==> config.mk <==
export PLATFORM = sky130hd
export DESIGN_NAME = rtc_count_gen
export DESIGN_NICKNAME = d
export VERILOG_FILES = /design/src/rtl/rtc_count_gen.sv
export SDC_FILE = /design/constraint.sdc
export NUM_CORES = 1
export LEC_CHECK = 0
export ABC_AREA = 1
export ABC_CLOCK_PERIOD_IN_PS = 2000
export BUFFER_PORTS_ARGS = -buffer_cell sky130_fd_sc_hd__buf_2
export CAP_MARGIN = 20
export CORE_UTILIZATION = 52
export CTS_CLUSTER_DIAMETER = 50
export DETAILED_ROUTE_END_ITERATION = 6
export GPL_TIMING_DRIVEN = 1
export PLACE_DENSITY = 0.81
export RECOVER_POWER = 100
export SLEW_MARGIN = 20
export SYNTH_ARGS = -nofsm -noshare
export SYNTH_HDL_FRONTEND = slang
export SYNTH_SLANG_ARGS = --single-unit
==> constraint.sdc <==
create_clock -name PCLK -period 2 [get_ports PCLK]
set_input_delay 0.6 -clock PCLK [delete_from_list [all_inputs] [get_ports PCLK]]
set_output_delay 0.6 -clock PCLK [all_outputs]
set_load 0.05 [all_outputs]
==> src/rtl/rtc_count_gen.sv <==
// RTC timebase and alarm source: prescaler, seconds Count, MatchData register and
// a RawInt synchroniser with rising-edge pulse.
// Optional feature macro: RTC_ALIGNED_LOAD_EN
//   defined   - a load while running is held until the next second boundary (LOAD state).
//   undefined - a load takes effect on the next cycle and restarts the prescaler.
module rtc_count_gen #(
    parameter int unsigned PRESCALE_W  = 16,
    parameter int unsigned SYNC_STAGES = 2
) (
    input  logic                  PCLK,
    input  logic                  PRESET,
    input  logic                  TickEn,
    input  logic [PRESCALE_W-1:0] PrescaleVal,
    input  logic                  CtrlEn,
    input  logic                  LoadWr,
    input  logic [31:0]           LoadData,
    input  logic                  MatchWr,
    input  logic [31:0]           MatchWrData,
    input  logic                  RawInt,
    output logic [31:0]           Count,
    output logic [31:0]           MatchData,
    output logic                  SecTick,
    output logic                  RawIntEdge,
    output logic                  LoadPending
);

`ifdef RTC_ALIGNED_LOAD_EN
    typedef enum logic [1:0] {StStopped, StRunning, StLoad} state_e;
`else
    typedef enum logic [1:0] {StStopped, StRunning} state_e;
`endif

    state_e                  state_q, state_d;
    logic [PRESCALE_W-1:0]   presc_q, presc_d;
    logic [31:0]             count_q, count_d;
    logic [31:0]             match_q, match_d;
    logic                    sec_tick_q, sec_tick_d;
    logic [SYNC_STAGES-1:0]  sync_q;
    logic                    prev_q;
    logic                    terminal;

`ifdef RTC_ALIGNED_LOAD_EN
    logic [31:0]             hold_q, hold_d;
    logic                    pend_q, pend_d;
`endif

    assign terminal = TickEn && (presc_q == PrescaleVal);

    // Next-state logic for the run/load FSM, prescaler, count and match register.
    always_comb begin
        state_d    = state_q;
        presc_d    = presc_q;
        count_d    = count_q;
        sec_tick_d = 1'b0;
        match_d    = MatchWr ? MatchWrData : match_q;
`ifdef RTC_ALIGNED_LOAD_EN
        hold_d     = hold_q;
        pend_d     = pend_q;
`endif
        unique case (state_q)
            StStopped: begin
                presc_d = '0;
                if (LoadWr) count_d = LoadData;
                if (CtrlEn) state_d = StRunning;
            end
`ifdef RTC_ALIGNED_LOAD_EN
            StRunning: begin
                if (!CtrlEn) begin
                    state_d = StStopped;
                    presc_d = '0;
                end else begin
                    if (terminal) begin
                        presc_d    = '0;
                        count_d    = count_q + 32'd1;
                        sec_tick_d = 1'b1;
                    end else if (TickEn) begin
                        presc_d = presc_q + PRESCALE_W'(1);
                    end
                    // A load coincident with a boundary waits for the following one.
                    if (LoadWr) begin
                        hold_d  = LoadData;
                        pend_d  = 1'b1;
                        state_d = StLoad;
                    end
                end
            end
            StLoad: begin
                if (!CtrlEn) begin
                    state_d = StStopped;
                    presc_d = '0;
                    count_d = hold_q;
                    pend_d  = 1'b0;
                end else if (terminal) begin
                    state_d    = StRunning;
                    presc_d    = '0;
                    count_d    = LoadWr ? LoadData : hold_q;
                    sec_tick_d = 1'b1;
                    pend_d     = 1'b0;
                end else begin
                    if (TickEn) presc_d = presc_q + PRESCALE_W'(1);
                    if (LoadWr) hold_d = LoadData;
                end
            end
`else
            StRunning: begin
                if (!CtrlEn) state_d = StStopped;
                if (LoadWr) begin
                    // Immediate load restarts the second; any coincident tick is dropped.
                    count_d = LoadData;
                    presc_d = '0;
                end else if (!CtrlEn) begin
                    presc_d = '0;
                end else if (terminal) begin
                    presc_d    = '0;
                    count_d    = count_q + 32'd1;
                    sec_tick_d = 1'b1;
                end else if (TickEn) begin
                    presc_d = presc_q + PRESCALE_W'(1);
                end
            end
`endif
            default: begin
                state_d = StStopped;
                presc_d = '0;
            end
        endcase
    end

    // State registers with synchronous reset.
    always_ff @(posedge PCLK) begin
        if (PRESET) begin
            state_q    <= StStopped;
            presc_q    <= '0;
            count_q    <= '0;
            match_q    <= '0;
            sec_tick_q <= 1'b0;
`ifdef RTC_ALIGNED_LOAD_EN
            hold_q     <= '0;
            pend_q     <= 1'b0;
`endif
        end else begin
            state_q    <= state_d;
            presc_q    <= presc_d;
            count_q    <= count_d;
            match_q    <= match_d;
            sec_tick_q <= sec_tick_d;
`ifdef RTC_ALIGNED_LOAD_EN
            hold_q     <= hold_d;
            pend_q     <= pend_d;
`endif
        end
    end

    // RawInt synchroniser plus one delayed copy for edge detection.
    always_ff @(posedge PCLK) begin
        if (PRESET) begin
            sync_q <= '0;
            prev_q <= 1'b0;
        end else begin
            sync_q <= {sync_q[SYNC_STAGES-2:0], RawInt};
            prev_q <= sync_q[SYNC_STAGES-1];
        end
    end

    assign Count      = count_q;
    assign MatchData  = match_q;
    assign SecTick    = sec_tick_q;
    assign RawIntEdge = sync_q[SYNC_STAGES-1] & ~prev_q;
`ifdef RTC_ALIGNED_LOAD_EN
    assign LoadPending = pend_q;
`else
    assign LoadPending = 1'b0;
`endif

endmodule

==> Yosys cells after proc, flatten, opt, wreduce, memory -nomap -nowiden <==
Cells that the tools add are included.
{ "op_classes": {"div": 0, "n_lt_le_gt_ge": 0, "shifts": 0, "n_addsub": 2, "mul": 0, "n_bitwise": 4, "eq_ne": 7, "mux": 9, "reduce_logical": 7} }
{ "op_table": {"columns": ["operator", "n"], "rows": [
  ["$mux 32", 4],
  ["$pmux 32 s2", 1],
  ["$add 32x1->32 const B", 1],
  ["$add 16x1->16 const B", 1],
  ["$eq 16x16->1", 1],
  ["$ne 2x2->1 const B", 3],
  ["$ne 3x3->1 const B", 2],
  ["$reduce_or 5->1", 1],
  ["$mux 2", 2],
  ["$pmux 2 s2", 1],
  ["$reduce_and 4->1", 1],
  ["$reduce_or 4->1", 1],
  ["$not 1->1", 3],
  ["$eq 2x1->1 const B", 1],
  ["$logic_not 2->1", 1],
  ["$reduce_and 2->1", 1],
  ["$reduce_bool 2->1", 1],
  ["$and 1x1->1", 1],
  ["$logic_and 1x1->1", 1],
  ["$mux 1", 1]
]} }
{ "word_totals": {"mem_count": 0, "register_bits": 86, "inputBits": 87, "mem_bits_ro": 0, "ram_bits": 0, "latchBits": 0, "out_inout_bits": 67} }

==> Logic depth before layout (Yosys ltp) <==
{ "logic_depth": {"word_depth": 6, "depth_mapped": 12} }

==> Least setup slack after synthesis <==
No wires, ideal clock.
{ "synth_timing": {"kind": "register to register", "start": "register count_q[0], in the netlist Count[0]", "end": "register count_q[16], in the netlist Count[16]", "synth_period_minus_slack_ns": 1.964, "required_ns": 1.885, "stages_incl_launch_ff": 11, "t_arrival_ns": 1.848, "setup_time_ns": 0.115, "path_buffers": 0, "path_slack_ns": 0.036, "path_cell_list": "dfxtp_1 -> ha_1 -> nand2_1 -> nor2_1 -> nand2_1 -> nor2_2 -> nand3_1 -> nand3_1 -> nand2_1 -> a21oi_1 -> nor2_1"} }
{ "synth_between": {"elab_chain_len": 5} }
{ "synth_rtl": {"columns": ["item", "line", "text"], "rows": [
  ["start, declared", "35", "logic [31:0] count_q, count_d;"],
  ["start signal, assigned", "144", "count_q <= count_d;"],
  ["$add 32x1->32", "115", "count_d = count_q + 32'd1;"],
  ["$mux 32", "113", "end else if (terminal) begin"],
  ["$mux 32", "111", "end else if (!CtrlEn) begin"],
  ["$mux 32", "107", "if (LoadWr) begin"],
  ["$pmux 32 s2", "60", "unique case (state_q)"]
]} }
No other way between the ends. The select of a mux whose other input is x is not followed.
A chain may end at the register's enable or synchronous reset.

==> Final worst setup path <==
{ "layout_timing": {"start": "register count_q[4], in the netlist Count[4]", "end": "output Count[4]"} }
{ "layout_rtl": {"columns": ["item", "line", "text"], "rows": [
  ["end, declared", "20", "output logic [31:0] Count,"]
]} }
No word-level cell between the ends.

==> flow_summary.yaml <==
clock_tree:
  htree_levels: 3
  clock-sinks: 85
  numCtsBuffers: 9
  clockBufferDepth: 2
  clk_pin_slew_ns: 0.10
  post-cts-setup-buffer-count: 0
  cts_tree: "yes"
  clk_latency_ns: 0.38
  holdBufCountCts: 0
  cts_resized: 0
  root_buffer: "clkbuf_8"
detailed_routing:
  firstDrtPassIters: 4
  ant_nets: 0
  drcViolationCount: 0
  wire_per_inst_um: 11.79
  drt-initial-drc-count: 251
  wirelength_mm: 13.26
  viasPerCell: 4.891
  vias: 5502
sta:
  setup_tns_ns: 0
  rsz0062_at_grt: "no"
  finalWorstPathRequiredPeriod_ns: 1.855
  hold_slack_ns: 0.4212
  finalClockSkew_ns: 0.008011
  tightest_slew_ns: 0.7089
  max_freq_mhz: 539.2
  setup_viol: 0
  fin_crit_sh_pct: 92.73
  final_max_slew_viol_count: 0
  timing.final.hold_violations: 0
  slew_headroom_pct: 52.74
place:
  globalplace.congestion: 0.9626
  dpl.hpwl_mm: 9.923
  dp.cells: 1109
  port_buffers: 152
cells_and_area:
  antenna_cells: 0
  final_nets: 1081
  drive_gt1_share_pct: 17.87
  stdcell_count: 1125
  syn_to_final_growth_pct: 20.58
  final_core_util_pct: 65.23
floorplanning:
  die_x_um: 100.5
  ios: 154
  start_util_pct: 54.10
  core_area_um2: 9328
  die_h_um: 100.5
  dieArea_um2: 10100
  rows: 35
worst_setup_path:
  crit_chain: "clkbuf_1"
  ff2ff_setup_slack_ns: 0.18
  critPathRequiredTime_ns: 1.40
  worst-path-stages: 1
  timing.rr.end: "Count[10]"
  critPathLaunchType: "flip-flop"
  reg2reg_depth: 11
  cp_num_buf_inv: 1
  cp_slowest_cell: "clkbuf_1"
  end_kind: "output pin"
  slowest_delay_ns: 0.48
  critical_path_class: "reg2out"
  cp.arrival_ns: 1.25
  path_max_fanout: 4
  r2r_start: "Count[0]"
  critical-path-top-delay-family: "buffers and inverters"
power:
  irDropWorstVdd_v: 0.0005096
  p_leak_nw: 3.003
  power_density_nw_per_um2: 735.0
worst_hold_path:
  hp-class: "reg2reg"
  whs_path_depth: 2
  worstHoldStart: "sync_q[0]"
  hold_end: "sync_q[1]"
flow_run:
  cap_violations: 0
outcome:
  status: "completed"
synth:
  syn-mean-instance-area_um2: 6.014
  synth_ff_type: "dfxtp_1"
  yosysSeqAreaShare_pct: 33.72
  synth_area_um2: 5046
  syn_inst: 839
  synth-async-reset-ratio_pct: 0
  syn_nets: 929
  yosysWarnings: 0
  synth_seq_cells: 85
  ys_types: 38
  synth_edf_count: 0
global_routing:
  grt_use_total_pct: 27.16
  grt_overflow_total: 0
  grt_max_degree: 36
  grt_pass1_vias: 5004
  grt_first_pass_wirelength_mm: 21.89
  antenna_found_initial: 1
cells in the mapped netlist, types with 5 or more instances:
master	n	area share, %
inv_1	84	6.2
buf_1	5	0.37
nand3_1	64	6.3
nor2_1	187	14
nand2_1	242	18
inv_2	8	0.60
a21oi_1	17	1.7
or2_2	12	1.5
nor3_1	9	0.89
xor2_1	13	2.3
o21ai_0	43	4.3
dfxtp_1	85	34
nand4_1	6	0.74
clkbuf_1	16	1.2
buf_6	5	1.1
xnor2_1	5	0.87
nor2_2	6	0.74
logic make-up after synthesis:
| kind of cell | after synthesis | share of synthesized area [%] |
|---|---|---|
| AO/OA/AOI/OAI | 66 | 6.744 |
| XOR/XNOR | 18 | 3.124 |
| adder cells (fa/ha/maj) | 3 | 0.7439 |
| buffers and inverters | 123 | 10.14 |
| flip-flops | 85 | 33.72 |
| multiplexers | 2 | 0.3967 |
| other | 1 | 0.07431 |
| AND/OR/NAND/NOR | 541 | 45.05 |
registers in the layout (all words and copies together), names as in the netlist:
register,cells
prev_q,1
sync_q,2
Count,32
MatchData,32
SecTick,1
state_q,1
presc_q,16
cell type report:
type / instances / area (µm²)
clock buffers: 9 / 123.9
clock inverters: 7 / 75.07
fillers: 923 / 3243
inverters: 93 / 349.1
multi-input cells: 631 / 2819
flip-flops and latches: 85 / 1702
well taps: 129 / 161.4
repair buffers: 171 / 854.6
power breakdown:
part           total [mW]  leakage (nW)  switching (mW)  internal [mW]
sequential           1.94         0.702           0.128           1.82
combinational        1.28          2.20           0.886          0.393
clock                1.25        0.0985           0.755          0.494
total                4.47          3.00            1.77           2.70
layout by cell type (no fill, tap or decap), types with 2 or more instances in the layout:
| cell | instances |
|---|---|
| clkbuf_8 | 9 |
| nor2_1 | 187 |
| nor3b_1 | 4 |
| clkbuf_2 | 32 |
| buf_4 | 13 |
| mux2i_1 | 2 |
| nand4_1 | 6 |
| ha_1 | 3 |
| xor2_1 | 13 |
| inv_2 | 6 |
| inv_1 | 86 |
| o21ai_0 | 43 |
| clkbuf_1 | 39 |
| inv_8 | 3 |
| nand3_1 | 64 |
| a21oi_1 | 17 |
| buf_2 | 86 |
| nor2_2 | 6 |
| xnor2_1 | 5 |
| nand2_1 | 242 |
| nand2_2 | 2 |
| nor3_1 | 9 |
| o21ai_1 | 2 |
| or2_2 | 12 |
| dfxtp_1 | 85 |
| nand3b_1 | 2 |
| o21bai_1 | 2 |
layer usage:
metal	GRT usage (%)	wire length (µm)	vias up
met5	0	0	-
met1	32.86	5723	2390
met3	5.756	899	32
li1	-	-	2895
met2	46.94	6268	185
met4	10.93	368	0
stage by stage:
stage | cell area [µm²] | total power [mW] | setup WS (ns)
final | 6085 | 4.472 | 0.1454
after global routing | 6085 | 4.724 | 0.006735
after CTS | 6172 | 4.510 | 0.1891
after detailed placement | 5973 | 3.274 | 0.03260
after global placement | 5973 | 3.259 | 0.07351
after floorplan | 5046 | 2.913 | 0.03647
worst max-delay path by stage:
stage	from	to	slack, ns
after detailed placement	PrescaleVal[15]	Count[7]	0.03
after global routing	Count[0]	Count[20]	0.007
after CTS	Count[0]	Count[10]	0.19
final	Count[4]	Count[4]	0.15
after floorplan	Count[0]	Count[16]	0.04
after global placement	PrescaleVal[7]	Count[8]	0.07
(Power assumes the default switching activity.)
